==> src/rtl/mem_arbiter.sv <==
// Shares one tagged memory port between instruction fetch and the MEM-stage data
// requester, tracking which side owns each outstanding load tag.
module mem_arbiter #(
    parameter int STARVE_LIMIT    = 4,
    parameter int MAX_OUTSTANDING = 8
) (
    input  logic        clk,
    input  logic        rst,
    input  logic [1:0]  im_command,
    input  logic [31:0] im_addr,
    input  logic [31:0] im_data,
    output logic [3:0]  im_response,
    output logic [31:0] im_rdata,
    output logic [3:0]  im_tag,
    input  logic [1:0]  dm_command,
    input  logic [31:0] dm_addr,
    input  logic [31:0] dm_data,
    output logic [3:0]  dm_response,
    output logic [31:0] dm_rdata,
    output logic [3:0]  dm_tag,
    output logic [1:0]  mem_command,
    output logic [31:0] mem_addr,
    output logic [31:0] mem_data,
    input  logic [3:0]  mem_response,
    input  logic [31:0] mem_rdata,
    input  logic [3:0]  mem_tag,
    output logic        grant_dm,
    output logic [3:0]  outstanding,
    output logic        tag_err
);

    localparam logic [1:0] CMD_NONE = 2'd0;
    localparam logic [1:0] CMD_LOAD = 2'd1;
    localparam logic [3:0] STARVE_LIM = 4'(STARVE_LIMIT);
    localparam logic [3:0] MAX_OUT    = 4'(MAX_OUTSTANDING);

    // Tag table: owner bit is 1 for the data requester, 0 for fetch.
    logic [15:0] valid_q, valid_d;
    logic [15:0] owner_q, owner_d;
    logic [3:0]  outstanding_q, outstanding_d;
    logic [3:0]  starve_cnt_q, starve_cnt_d;
    logic        tag_err_q, tag_err_d;

    logic im_active, dm_active;
    logic loads_blocked;
    logic im_eligible, dm_eligible;
    logic sel_im, sel_dm;
    logic load_accepted;
    logic ret_hit, ret_miss;

    always_comb begin
        im_active     = (im_command != CMD_NONE);
        dm_active     = (dm_command != CMD_NONE);
        loads_blocked = (outstanding_q == MAX_OUT);
        im_eligible   = im_active && !(loads_blocked && im_command == CMD_LOAD);
        dm_eligible   = dm_active && !(loads_blocked && dm_command == CMD_LOAD);
        // Data side normally wins; a starved fetch takes one cycle of priority.
        sel_im        = im_eligible && ((starve_cnt_q == STARVE_LIM) || !dm_eligible);
        sel_dm        = dm_eligible && !sel_im;
    end

    always_comb begin
        mem_command = CMD_NONE;
        mem_addr    = 32'd0;
        mem_data    = 32'd0;
        im_response = 4'd0;
        dm_response = 4'd0;
        if (sel_im) begin
            mem_command = im_command;
            mem_addr    = im_addr;
            mem_data    = im_data;
            im_response = mem_response;
        end else if (sel_dm) begin
            mem_command = dm_command;
            mem_addr    = dm_addr;
            mem_data    = dm_data;
            dm_response = mem_response;
        end
    end

    always_comb begin
        load_accepted = (sel_im || sel_dm) && (mem_command == CMD_LOAD) && (mem_response != 4'd0);
        ret_hit       = (mem_tag != 4'd0) && valid_q[mem_tag];
        ret_miss      = (mem_tag != 4'd0) && !valid_q[mem_tag];
        im_tag        = 4'd0;
        im_rdata      = 32'd0;
        dm_tag        = 4'd0;
        dm_rdata      = 32'd0;
        if (ret_hit) begin
            if (owner_q[mem_tag]) begin
                dm_tag   = mem_tag;
                dm_rdata = mem_rdata;
            end else begin
                im_tag   = mem_tag;
                im_rdata = mem_rdata;
            end
        end
    end

    always_comb begin
        valid_d = valid_q;
        owner_d = owner_q;
        // Return clears first so a same-tag reissue overwrites with the new owner.
        if (ret_hit) begin
            valid_d[mem_tag] = 1'b0;
        end
        if (load_accepted) begin
            valid_d[mem_response] = 1'b1;
            owner_d[mem_response] = sel_dm;
        end

        outstanding_d = outstanding_q;
        if (load_accepted && !ret_hit && outstanding_q != MAX_OUT) begin
            outstanding_d = outstanding_q + 4'd1;
        end else if (ret_hit && !load_accepted && outstanding_q != 4'd0) begin
            outstanding_d = outstanding_q - 4'd1;
        end

        starve_cnt_d = 4'd0;
        if (im_active && im_response == 4'd0) begin
            starve_cnt_d = (starve_cnt_q == STARVE_LIM) ? starve_cnt_q : starve_cnt_q + 4'd1;
        end

        tag_err_d = tag_err_q | ret_miss;
    end

    always_ff @(posedge clk) begin
        if (rst) begin
            valid_q       <= 16'd0;
            owner_q       <= 16'd0;
            outstanding_q <= 4'd0;
            starve_cnt_q  <= 4'd0;
            tag_err_q     <= 1'b0;
        end else begin
            valid_q       <= valid_d;
            owner_q       <= owner_d;
            outstanding_q <= outstanding_d;
            starve_cnt_q  <= starve_cnt_d;
            tag_err_q     <= tag_err_d;
        end
    end

    assign grant_dm    = sel_dm;
    assign outstanding = outstanding_q;
    assign tag_err     = tag_err_q;

endmodule
==> config.mk <==
export PLATFORM = sky130hd
export DESIGN_NAME = mem_arbiter
export DESIGN_NICKNAME = d
export VERILOG_FILES = /design/src/rtl/mem_arbiter.sv
export SDC_FILE = /design/constraint.sdc
export NUM_CORES = 1
export LEC_CHECK = 0
export ABC_CLOCK_PERIOD_IN_PS = 2960
export CAP_MARGIN = 20
export CORE_AREA = 5 5 122 124
export DETAILED_ROUTE_END_ITERATION = 16
export DIE_AREA = 0 0 127 129
export PLACE_DENSITY = 0.74
export SLEW_MARGIN = 15
export SYNTH_ARGS = -nofsm -noshare
export SYNTH_HDL_FRONTEND = slang
export SYNTH_SLANG_ARGS = --single-unit
export TNS_END_PERCENT = 100
==> constraint.sdc <==
create_clock -name clk -period 2.96 [get_ports clk]
set_input_delay 0.444 -clock clk [delete_from_list [all_inputs] [get_ports clk]]
set_output_delay 0.444 -clock clk [all_outputs]
set_load 0.02 [all_outputs]
### Yosys cells after proc, flatten, opt, wreduce, memory -nomap -nowiden

Cells that the tools add are included.

| word-level totals | value |
|---|---|
| logic and storage cells | 87 |
| output and inout bits | 152 |
| flip-flop bits (word level) | 41 |
| input port bits | 174 |

| cells by class | value |
|---|---|
| bitwise logic cells | 5 |
| magnitude comparators | 4 |
| reductions and logical operators | 34 |
| add/subtract/negate cells | 3 |
| muxes and demuxes | 30 |
| equality and inequality tests | 6 |

Operator list:

| kind | number |
|---|---|
| $mux 32 | 8 |
| $mux 4 | 9 |
| $mux 16 | 2 |
| $logic_and 1x1->1 | 17 |
| $and 16x16->16 | 1 |
| $bwmux 16 | 1 |
| $not 16->16 | 1 |
| $or 16x16->16 | 1 |
| $reduce_bool 4->1 | 3 |
| $lt 4x5->1 const B | 2 |
| $add 4x1->4 const B | 2 |
| $bmux 1 s4 | 2 |
| $demux 1 s4 | 2 |
| $ge 4x1->1 const B | 2 |
| $logic_not 1->1 | 7 |
| $eq 2x1->1 const B | 3 |
| $reduce_bool 2->1 | 3 |
| $eq 4x3->1 const B | 1 |
| $eq 4x4->1 const B | 1 |
| $logic_not 4->1 | 1 |
| $mux 1 | 4 |
| $mux 2 | 2 |
| $ne 4x4->1 const B | 1 |
| $sub 4x1->4 const B | 1 |
| 4 further kinds | 5 |

### Longest topological paths before layout

| depth | value |
|---|---|
| depth in word-level cells | 19 |
| depth in mapped cells | 13 |
| mapped depth without buffers | 13 |

### Worst setup path after synthesis

Ideal clock, no wire load.

| path | value |
|---|---|
| kind | input-to-reg |
| start point | input mem_tag[0] |
| end point | register outstanding_q[3] (netlist: outstanding[3]) |
| setup time | 0.084 ns |
| stages on the path | 12 |
| data required time | 2.876 ns |
| arrival time | 2.769 ns |
| path buffers | 1 |
| path slack | 0.106 ns |
| cells stage by stage | buf_6 > mux4_2 > nand3_1 > nand2_2 > nor3_2 > inv_2 > ha_1 > a21o_1 > a21oi_1 > nand3_1 > o22a_1 > o31ai_2 |

| between the ends | value |
|---|---|
| cells in the longest elaborated chain, start to end | 7 |
| elaborated cells on any way between the ends | 11 |
| those cells by class | mux (3); reduce/logical (8) |

RTL lines:

| element | RTL line | source |
|---|---|---|
| start: declaration | 26 | `input logic [3:0] mem_tag,` |
| $bmux 1 s4 | 83 | `ret_hit = (mem_tag != 4'd0) && valid_q[mem_tag];` |
| $mux 1 (implied by the code) | 83 |  |
| $logic_and 1x1->1 (*) | 83 |  |
| $logic_not 1->1 | 113 | `if (load_accepted && !ret_hit && outstanding_q != MAX_OUT) begin` |
| $logic_and 1x1->1 (2 in a row) | 113 |  |
| $mux 4 or $reduce_bool 2->1 (tied branches) | n/a |  |
| end signal: assignment | 137 | `outstanding_q <= outstanding_d;` |
| end: declaration | 40 | `logic [3:0] outstanding_q, outstanding_d;` |

Every way passes the cells marked *; elsewhere a longest branch is shown, timed or not. The select of a mux whose other input is x is not followed.
A chain may end at the register's enable or synchronous reset.

### Worst setup path in the final report

| path | value |
|---|---|
| start point | input mem_tag[0] |
| end point | output im_rdata[6] |

| between the ends | value |
|---|---|
| cells in the longest elaborated chain, start to end | 4 |
| elaborated cells on any way between the ends | 8 |
| those cells by class | mux (6); reduce/logical (2) |

RTL lines:

| element | RTL line | source |
|---|---|---|
| $bmux 1 s4 (on tied branches) | 90, 83 |  |
| $mux 1 (on tied branches) | 90, 83 |  |
| $mux 32 or $logic_and 1x1->1 (tied branches) | 90, 83 |  |
| $mux 32 (*) | 89 | `if (ret_hit) begin` |
| end: declaration | 13 | `output logic [31:0] im_rdata,` |

Marks and branches as above.

==> metrics.md <==
| Metric | Value |
|---|---|
| Crit path launch type | `input port` |
| FILL cells | `1327` |
| Overall Global Routing Usage | `20.6%` |
| Routed vias/inst | `4.66` |
| Core area | `13700 um2` |
| Main combinational cell family by area after synthesis | `simple AND/OR/NAND/NOR gates` |
| Synth area leader | `dfxtp_1` |
| WL final | `18.3 mm` |
| Layout cell share with drive strength beyond 1 | `22.5%` |
| Worst-Margin Slew | `730 ps` |
| Finish-stage setup viols | `0` |
| Syn avg cell area | `6.62 um2` |
| Drt first pass iters | `4` |
| First-pass GRT wire length | `26.9 mm` |
| Die area | `16400 um2` |
| Worst Slack Setup Final | `73.1 ps` |
| Post-synthesis async set-or-reset flop share | `0%` |
| Clock Skew | `8.79 ps` |
| Grt ovf | `0` |
| Clk Latency, worst-skew pair | `280 ps` |
| Root buffer cell | `clkbuf_16` |
| Via count | `5055` |
| Hold_buf cts | `0` |
| Worst slack at placement | `-652 ps` |
| P_leak | `3.44 nW` |
| # diodes | `0` |
| Maximum VDD drop | `0.000253 V` |
| Post-Synth Adder-Cell Area | `1.93%` |
| RD Place Congestion | `0.830` |
| Worst hold margin | `473 ps` |
| # clock sinks | `40` |
| Die span in x | `127 um` |
| Register area share after synthesis | `22.0%` |
| #FFs+latches synth | `40` |
| F_max | `346 MHz` |
| Min Clock Period, post-route | `2890 ps` |
| Syn nets | `728` |
| Die Y | `129 um` |
| Post-synth cell types | `52` |
| # port buffers | `325` |
| Fin crit share | `97.5%` |
| Placed cell areas | `7420 um2` |
| CTS tree | `yes` |
| DP Wirelength | `14.7 mm` |
| Clock-pin slew on the worst setup and hold paths | `60 ps` |
| Routed Antenna Nets | `0` |
| H-Tree Level Count | `2` |
| Wire length per cell | `16.9 um` |
| Clock Tree Buf Depth | `2` |
| CP max FO | `9` |
| Largest cells by area after synthesis | `dfxtp_1 (22%), nand2_1 (14%), and2_1 (7.6%)` |
| Initial antenna violation count | `0` |
| Post-synthesis xor/xnor area fraction | `0.482%` |
| Post-route cell area | `7540 um2` |
| Post-Syn Instances | `549` |
| Top cell type's share of synthesized area | `22.0%` |
| Crit path required time | `2520 ps` |
| Net count, final | `1082` |
| EDFF count, synth | `0` |
| PwrDens | `287 nW/um2` |
| Initial drt markers | `342` |
| Num CTS Buffers | `5` |
| WP data arrival | `2440 ps` |
| Setup TNS | `0 ps` |
| Slew headroom | `51.4%` |
| Slew Viols, Final | `0` |
| Run status | `complete, no violations` |
| CP endpoint kind | `primary output` |
| Rows | `43` |
| Hold Vio Cnt, Final | `0` |
| Post-Synth Simple-Gate Area | `40.2%` |
| Number of global-route vias before repair | `4926` |
| Post-synth top cells | `nand2_1 (140), o21ai_0 (55), and2_1 (44), dfxtp_1 (40), and3_1 (38)` |
| Top_reg_cell synth | `dfxtp_1` |
| Max cap viols | `0` |
| Crit Path Category | `in -> out` |
| Compound-Gate Fraction of Synth Area | `19.4%` |
| Largest net degree at the start of global routing | `40` |
| YS warnings | `0` |
| Area Overhead vs Synth | `108%` |
| Most common cell in the netlist | `nand2_1` |
| Multiplexer share of the synthesized area | `9.40%` |
| # IOs | `326` |
| Synthesized area | `3630 um2` |
| Initial Utilization | `26.6%` |
| Pwr Total | `2.17 mW` |
| Hold crit path type | `reg -> reg` |
| # DRC | `0` |
## sequential cells by signal (all words and copies together), names as in the netlist
register / cells
tag_err: 1
valid_q: 15
starve_cnt_q: 4
outstanding: 4
owner_q: 16
## layout make-up
type / instances / area [um2] / area share (%)
Tap cell: 180 / 225 / 2.99
Inverter: 6 / 22.5 / 0.299
Timing Repair Buffer: 392 / 3710 / 49.2
Clock buffer: 7 / 143 / 1.89
Multi-Input combinational cell: 458 / 2630 / 34.9
Clock inverter: 1 / 7.51 / 0.0996
Sequential cell: 40 / 801 / 10.6
## path summary, 6_finish.rpt
path	cells past startpoint	from	end	slack, ps
worst min-delay path	1	tag_err	tag_err	470
worst min register to register	1	tag_err	tag_err	470
worst max-delay path	9	mem_tag[0]	im_rdata[6]	70
worst max register to register	13	starve_cnt_q[0]	outstanding[3]	220
## power by group
part	leakage, nW	internal, mW	total (mW)	switching [mW]
Combinational	3.05	0.533	1.06	0.529
Clock	0.0701	0.335	0.541	0.206
Sequential	0.324	0.555	0.564	0.00915
Total	3.44	1.42	2.17	0.744
## worst max-delay path, stage by stage
cell and delay, ps:
clkbuf_2 90, buf_6 130, mux4_2 500, mux4_2 540, nor2_4 200, buf_4 140, buf_8 120, and2_1 120
buf_2 160
## placed cells by master, fill, tap and decap left out, drive strengths merged, types with 5 or more instances in the layout
master | Yosys | layout
a21oi | 25 | 25
inv | 6 | 6
clkdlybuf4s15 | 0 | 53
nand3 | 16 | 16
dlygate4sd2 | 0 | 23
mux4 | 8 | 8
nor2 | 32 | 32
nor3 | 5 | 5
clkbuf | 28 | 31
nand4 | 6 | 6
mux2i | 15 | 15
nor2b | 6 | 6
and3 | 38 | 38
and2 | 44 | 44
nand2 | 141 | 141
buf | 17 | 113
o21ai | 81 | 81
clkdlybuf4s50 | 0 | 178
dfxtp | 40 | 40
## cell families after synthesis
group | count (synthesis)
simple gates | 302
compound gates | 125
buf+inv | 51
flops | 40
mux | 24
fa+ha+maj | 5
xor+xnor | 2
## stage by stage
step	utilization, %	std cells
global route	55.2	1084
CTS	55.7	1082
detailed placement	54.3	1064
floorplan	-	549
finish	55.2	1084
global placement	54.3	1064
## routing by layer
layer / track usage (%) / vias up / routed length (um)
met5: 0 / - / 0
met3: 8.72 / 16 / 2010
met2: 36.9 / 189 / 9160
li1: - / 2593 / -
met1: 23.2 / 2257 / 6930
met4: 3.79 / 0 / 206
## timing repair
item	CTS	global route
endpoints found under the hold margin	0	0
cloned	3	1
resized for setup	373	78
endpoints found under the setup margin	141	131
buffers inserted	7	2
pin swaps	3	1
Power figures use the tool's default switching activity.
